--- src/rtl/hazard_ctrl_unit_pkg.sv ---
// Shared definitions for the pipeline hazard controller: forward selects,
// FSM encoding and the shadow-slot record kept for EX, MEM and WB.
package hazard_ctrl_unit_pkg;

    localparam int unsigned REG_W = 4;
    localparam logic [REG_W-1:0] PC_REG = 4'd15;

    localparam logic [1:0] FWD_RF  = 2'b00;
    localparam logic [1:0] FWD_EX  = 2'b01;
    localparam logic [1:0] FWD_MEM = 2'b10;
    localparam logic [1:0] FWD_WB  = 2'b11;

    localparam logic [1:0] ST_RUN      = 2'd0;
    localparam logic [1:0] ST_LU_STALL = 2'd1;
    localparam logic [1:0] ST_BR_FLUSH = 2'd2;

    typedef struct packed {
        logic             valid;
        logic             we;
        logic             load;
        logic [REG_W-1:0] dest;
    } slot_t;

    localparam slot_t SLOT_BUBBLE = '0;

    function automatic logic slot_match(
        input slot_t            s,
        input logic [REG_W-1:0] src,
        input logic             use_src,
        input logic [REG_W-1:0] pc_idx
    );
        return s.valid & s.we & use_src & (s.dest == src) & (src != pc_idx);
    endfunction

endpackage

--- src/rtl/hazard_ctrl_unit_fwd_select.sv ---
// Priority match of one source register against the EX/MEM/WB shadow slots.
// A load sitting in EX cannot forward; it is reported as a load hit instead.
module fwd_select
    import hazard_ctrl_unit_pkg::*;
#(
    parameter logic [REG_W-1:0] PC_IDX = PC_REG
) (
    input  logic [REG_W-1:0] i_src,
    input  logic             i_use,
    input  slot_t            i_ex,
    input  slot_t            i_mem,
    input  slot_t            i_wb,
    output logic [1:0]       o_sel,
    output logic             o_load_hit
);

    logic w_ex_hit;
    logic w_mem_hit;
    logic w_wb_hit;
    logic w_unused_load;

    assign w_ex_hit      = slot_match(i_ex,  i_src, i_use, PC_IDX);
    assign w_mem_hit     = slot_match(i_mem, i_src, i_use, PC_IDX);
    assign w_wb_hit      = slot_match(i_wb,  i_src, i_use, PC_IDX);
    assign o_load_hit    = w_ex_hit & i_ex.load;
    assign w_unused_load = i_mem.load ^ i_wb.load;

    // Youngest producer wins.
    always_comb begin
        o_sel = FWD_RF;
        if (w_ex_hit && !i_ex.load) begin
            o_sel = FWD_EX;
        end else if (w_mem_hit) begin
            o_sel = FWD_MEM;
        end else if (w_wb_hit) begin
            o_sel = FWD_WB;
        end
    end

endmodule

--- src/rtl/hazard_ctrl_unit.sv ---
// Decode-side hazard controller: load-use stall, branch flush, operand
// forwarding selects and saturating stall/flush performance counters.
module hazard_ctrl_unit #(
    parameter int unsigned CNT_W  = 16,
    parameter logic [3:0]  PC_REG = hazard_ctrl_unit_pkg::PC_REG
) (
    input  logic             clk,
    input  logic             R,
    input  logic             id_valid,
    input  logic [3:0]       id_rn,
    input  logic [3:0]       id_rm,
    input  logic [3:0]       id_rd_src,
    input  logic             id_use_rn,
    input  logic             id_use_rm,
    input  logic             id_use_rd,
    input  logic [3:0]       id_dest,
    input  logic             id_rf_we,
    input  logic             id_load,
    input  logic             branch_taken,
    output logic             pc_le,
    output logic             if_id_le,
    output logic             if_id_flush,
    output logic             cu_nop,
    output logic [1:0]       fwd_a,
    output logic [1:0]       fwd_b,
    output logic [1:0]       fwd_d,
    output logic [CNT_W-1:0] stall_cnt,
    output logic [CNT_W-1:0] flush_cnt
);

    import hazard_ctrl_unit_pkg::*;

    slot_t            r_ex, r_mem, r_wb;
    slot_t            w_ex_nxt;
    logic [1:0]       r_state, w_state_nxt;
    logic [CNT_W-1:0] r_stall_cnt, r_flush_cnt;
    logic             w_hit_a, w_hit_b, w_hit_d, w_luh;
    logic             w_pc_le, w_if_id_le, w_flush, w_nop;

    fwd_select #(.PC_IDX(PC_REG)) u_fwd_a (
        .i_src(id_rn), .i_use(id_use_rn), .i_ex(r_ex), .i_mem(r_mem), .i_wb(r_wb),
        .o_sel(fwd_a), .o_load_hit(w_hit_a)
    );
    fwd_select #(.PC_IDX(PC_REG)) u_fwd_b (
        .i_src(id_rm), .i_use(id_use_rm), .i_ex(r_ex), .i_mem(r_mem), .i_wb(r_wb),
        .o_sel(fwd_b), .o_load_hit(w_hit_b)
    );
    fwd_select #(.PC_IDX(PC_REG)) u_fwd_d (
        .i_src(id_rd_src), .i_use(id_use_rd), .i_ex(r_ex), .i_mem(r_mem), .i_wb(r_wb),
        .o_sel(fwd_d), .o_load_hit(w_hit_d)
    );

    assign w_luh = id_valid & (w_hit_a | w_hit_b | w_hit_d);

    // LU_STALL behaves exactly like RUN; the stall has already bubbled EX.
    always_comb begin
        w_state_nxt = ST_RUN;
        w_pc_le     = 1'b1;
        w_if_id_le  = 1'b1;
        w_flush     = 1'b0;
        w_nop       = 1'b0;
        case (r_state)
            ST_BR_FLUSH: begin
            end
            default: begin
                if (w_luh) begin
                    w_pc_le     = 1'b0;
                    w_if_id_le  = 1'b0;
                    w_nop       = 1'b1;
                    w_state_nxt = ST_LU_STALL;
                end else if (branch_taken) begin
                    w_flush     = 1'b1;
                    w_state_nxt = ST_BR_FLUSH;
                end
            end
        endcase
    end

    always_comb begin
        w_ex_nxt = SLOT_BUBBLE;
        if (!w_nop && id_valid) begin
            w_ex_nxt.valid = 1'b1;
            w_ex_nxt.we    = id_rf_we;
            w_ex_nxt.load  = id_load;
            w_ex_nxt.dest  = id_dest;
        end
    end

    always_ff @(posedge clk or negedge R) begin
        if (!R) begin
            r_state <= ST_RUN;
            r_ex    <= SLOT_BUBBLE;
            r_mem   <= SLOT_BUBBLE;
            r_wb    <= SLOT_BUBBLE;
        end else begin
            r_state <= w_state_nxt;
            r_ex    <= w_ex_nxt;
            r_mem   <= r_ex;
            r_wb    <= r_mem;
        end
    end

    always_ff @(posedge clk or negedge R) begin
        if (!R) begin
            r_stall_cnt <= '0;
            r_flush_cnt <= '0;
        end else begin
            if (w_nop && (r_stall_cnt != '1)) begin
                r_stall_cnt <= r_stall_cnt + 1'b1;
            end
            if (w_flush && (r_flush_cnt != '1)) begin
                r_flush_cnt <= r_flush_cnt + 1'b1;
            end
        end
    end

    assign pc_le       = R & w_pc_le;
    assign if_id_le    = R & w_if_id_le;
    assign if_id_flush = R & w_flush;
    assign cu_nop      = ~R | w_nop;
    assign stall_cnt   = r_stall_cnt;
    assign flush_cnt   = r_flush_cnt;

    a_stall_clears_luh: assert property (
        @(posedge clk) disable iff (!R) (r_state == ST_LU_STALL) |-> !w_luh
    );

endmodule
--- config.mk ---
export PLATFORM = sky130hd
export DESIGN_NAME = hazard_ctrl_unit
export DESIGN_NICKNAME = d
export VERILOG_FILES = /design/src/rtl/hazard_ctrl_unit_pkg.sv /design/src/rtl/hazard_ctrl_unit_fwd_select.sv /design/src/rtl/hazard_ctrl_unit.sv
export SDC_FILE = /design/constraint.sdc
export NUM_CORES = 1
export LEC_CHECK = 0
export CORE_MARGIN = 2
export CORE_UTILIZATION = 40
export DETAILED_ROUTE_END_ITERATION = 7
export GPL_TIMING_DRIVEN = 1
export PLACE_DENSITY_LB_ADDON = 0.15
export SYNTH_ARGS = -nofsm -noshare
export SYNTH_HDL_FRONTEND = slang
export SYNTH_SLANG_ARGS = --single-unit
export TNS_END_PERCENT = 20
--- constraint.sdc ---
create_clock -name clk -period 2 [get_ports clk]
set_input_delay 0.4 -clock clk [delete_from_list [all_inputs] [get_ports clk]]
set_output_delay 0.4 -clock clk [all_outputs]
set_load 0.01 [all_outputs]
==> run metrics <==
Slew headroom=0.709; Power Internal=1.76 mW; FILL cells=581; failing checks=negative setup slack; largest net degree at the start of global routing=36; Max Freq=405 MHz; critical path endpoint category=primary output; Die Y=88.1 um; Period minus WS final=2470 ps; Pwr Total=2.47 mW; worst setup path end=if_id_flush; Yosys warnings=0; synth unique cells=35; worst vdd ir=0.468 mV; Layout area overhead=54.4%; H-Tree Depth=2; unrepaired setup endpoints after global routing=true; Critical Path Start Type=register; GPL Wtd Cong=0.836; metal3 WL=269 um; antenna-violating nets left=0; worst hold margin=141 ps; Worst EP arrival=2070 ps; mapped cell area=2830 um^2; Final period util=1.24; number of global-route vias before repair=around 2400; Num CTS Buffers=5; Reg2Reg Setup Slack=-400 ps; worst-skew pair later-pin latency=approximately 300 ps; Starting Density=0.414; met2 WL post-DR=approximately 3500 um; clk buf depth=2; placed insts=464; Post-Syn Instances=261; setup ws final=-470 ps; layout cells sized above 1=0.330; Post-Synthesis Net Count=288; Via density=4.97; worst-case clock skew=7.13 ps; die area=7750 um^2; CTS sink cnt=53; TritonRoute pass-1 iters=4; Final setup violation count=44; Post-synth EDFFs=0; Synth area leaders=dfrtp_1, xnor2_1, xor2_1; share of flip-flops with an asynchronous set or reset=1.00; worst hold path type=in -> async; most common cell after layout, fill and taps aside=buf_4; Avg Inst Size Synth=about 11 um^2; vias=around 2400; Crit Path Category=reg -> out; FF-to-FF End=flush_cnt[15]; initial antenna violation count=0; row count=30; # nets final=411; worst r2r src=r_ex[2]; Post-DP Area=3940 um^2; IO Count=between 60 and 70; Final Hold Fails=0; DRT Wirelength=about 7300 um; design area=4370 um^2; top-area cell type share of the netlist area=0.469; leakage power=slightly below 2 nW; required time of the critical path=1600 ps; most frequent cells in the layout=buf_4, dfrtp_1, clkdlybuf4s50_1; sequential power share=0.502; CTS tree=built; Seq cells post-synth=53; chip width=88.1 um; Met1 Wirelength=roughly 3400 um; Worst-path clk slew=100 ps; Synth Flop Type=dfrtp_1; Routed WL per cell=15.2 um; area of the core=6830 um^2; fraction of the yosys area taken by sequential cells=0.469; highest routed layer=met4; crit-path max FO=4; Root Driver=clkbuf_8; first-pass GRT wire length=11800 um; HPWL Detailed=5160 um; 1st-iter DRT viols=133; Switch Pwr=0.719 mW; clock power share=0.237; reg2reg path depth=11; Worst Setup SP=r_ex[2]; port bufs=66; max-cap viol count=0; non-filler cells, final=481; DRC=0; # diodes=0; leading area contributor after synthesis=dfrtp_1; Total GRT Usage=0.197; Worst-Margin Slew=437 ps; combinational share of power=0.261; status=finished, violations left; Switching Fraction=0.290; grt total ovfl=0; Max Slew Vio Count=0; Power Density=567 nW/um^2
layer usage:
metal,GRT usage,up-vias
met1,0.269,1169
met3,0.0405,10
met2,0.324,51
li1,-,1159
met4,0.0468,0
met5,0,-
state kept, by name, summed over array words and instances (netlist names):
| signal | cells |
|---|---|
| flush_cnt | 16 |
| stall_cnt | 16 |
| r_ex | 7 |
| r_mem | 6 |
| r_wb | 6 |
| r_state | 2 |
power by group through the flow:
stage | sequential (mW) | clock [mW] | combinational [mW]
floorplan | 1.28 | 0 | 0.221
global placement | 1.26 | 0 | 0.601
global route | 1.26 | 0.653 | 0.711
detailed placement | 1.26 | 0 | 0.606
finish | 1.24 | 0.586 | 0.646
CTS | 1.24 | 0.611 | 0.625
per-stage QoR:
step | util | TNS (ps) | setup slack (ps)
global route | 0.639 | -12290 | -568
floorplan | - | -132 | -126
finish | 0.639 | -7190 | -470
CTS | 0.617 | -6380 | -468
global placement | 0.577 | -24730 | -996
detailed placement | 0.577 | -25400 | -987
critical path: stages, from the launching register on:
cell,delay [ps]
dfrtp_2,450
buf_4,160
xnor2_2,130
nand3_2,90
nor4_4,40
buf_4,160
o311ai_4,290
nor2b_4,200
and2_1,120
buf_2,120
cells by family (layout without fill, tap and decap cells):
| logic type | after synthesis | count (layout) | synth area share |
|---|---|---|---|
| simple gates | 119 | 119 | 0.257 |
| compound gates | 9 | 9 | 0.0345 |
| buf+inv | 10 | 134 | 0.0181 |
| fa+ha+maj | 2 | 2 | 0.00885 |
| xor+xnor | 66 | 66 | 0.205 |
| flops | 53 | 53 | 0.469 |
| mux | 2 | 2 | 0.00797 |
worst min-delay path by stage:
stage / from / end / slack (ps)
finish: R / flush_cnt[3] / 140
detailed placement: r_mem[5] / r_wb[5] / 360
global route: R / flush_cnt[3] / 160
CTS: R / flush_cnt[3] / 150
floorplan: R / flush_cnt[0] / 100
global placement: r_mem[5] / r_wb[5] / 360
synth_stat cells, types with 2 or more instances:
cell	n
dfrtp_1	53
xnor2_1	41
xor2_1	25
nand3_1	22
nand2_1	19
nand4_1	14
and3_1	12
nor2_1	12
nor3_1	8
nor4_1	8
inv_1	5
nand2b_1	5
nor4_4	5
nor2b_1	3
and2_1	2
buf_2	2
ha_1	2
mux2_2	2
nand3b_1	2
nor4b_1	2
o21ai_0	2
o311ai_4	2
area by class of cell:
| cell class | count | area [um^2] | area share |
|---|---|---|---|
| Clock buffer | 6 | 72.6 | 0.0166 |
| Clock inverter | 2 | 10.0 | 0.00229 |
| Inverter | 5 | 18.8 | 0.00430 |
| Multi-Input combinational cell | 198 | 1740 | 0.400 |
| Sequential cell | 53 | 1330 | 0.305 |
| Tap cell | 96 | 120 | 0.0275 |
| Timing Repair Buffer | 121 | 1070 | 0.245 |
repair_timing:
item,4_1_cts,5_1_grt
pin swaps,20,13
hold buffers,0,0
endpoints found under the setup margin,41,50
gates resized for setup,88,24
buffers inserted,8,2
Note: power is estimated with default switching activity, not from simulation.
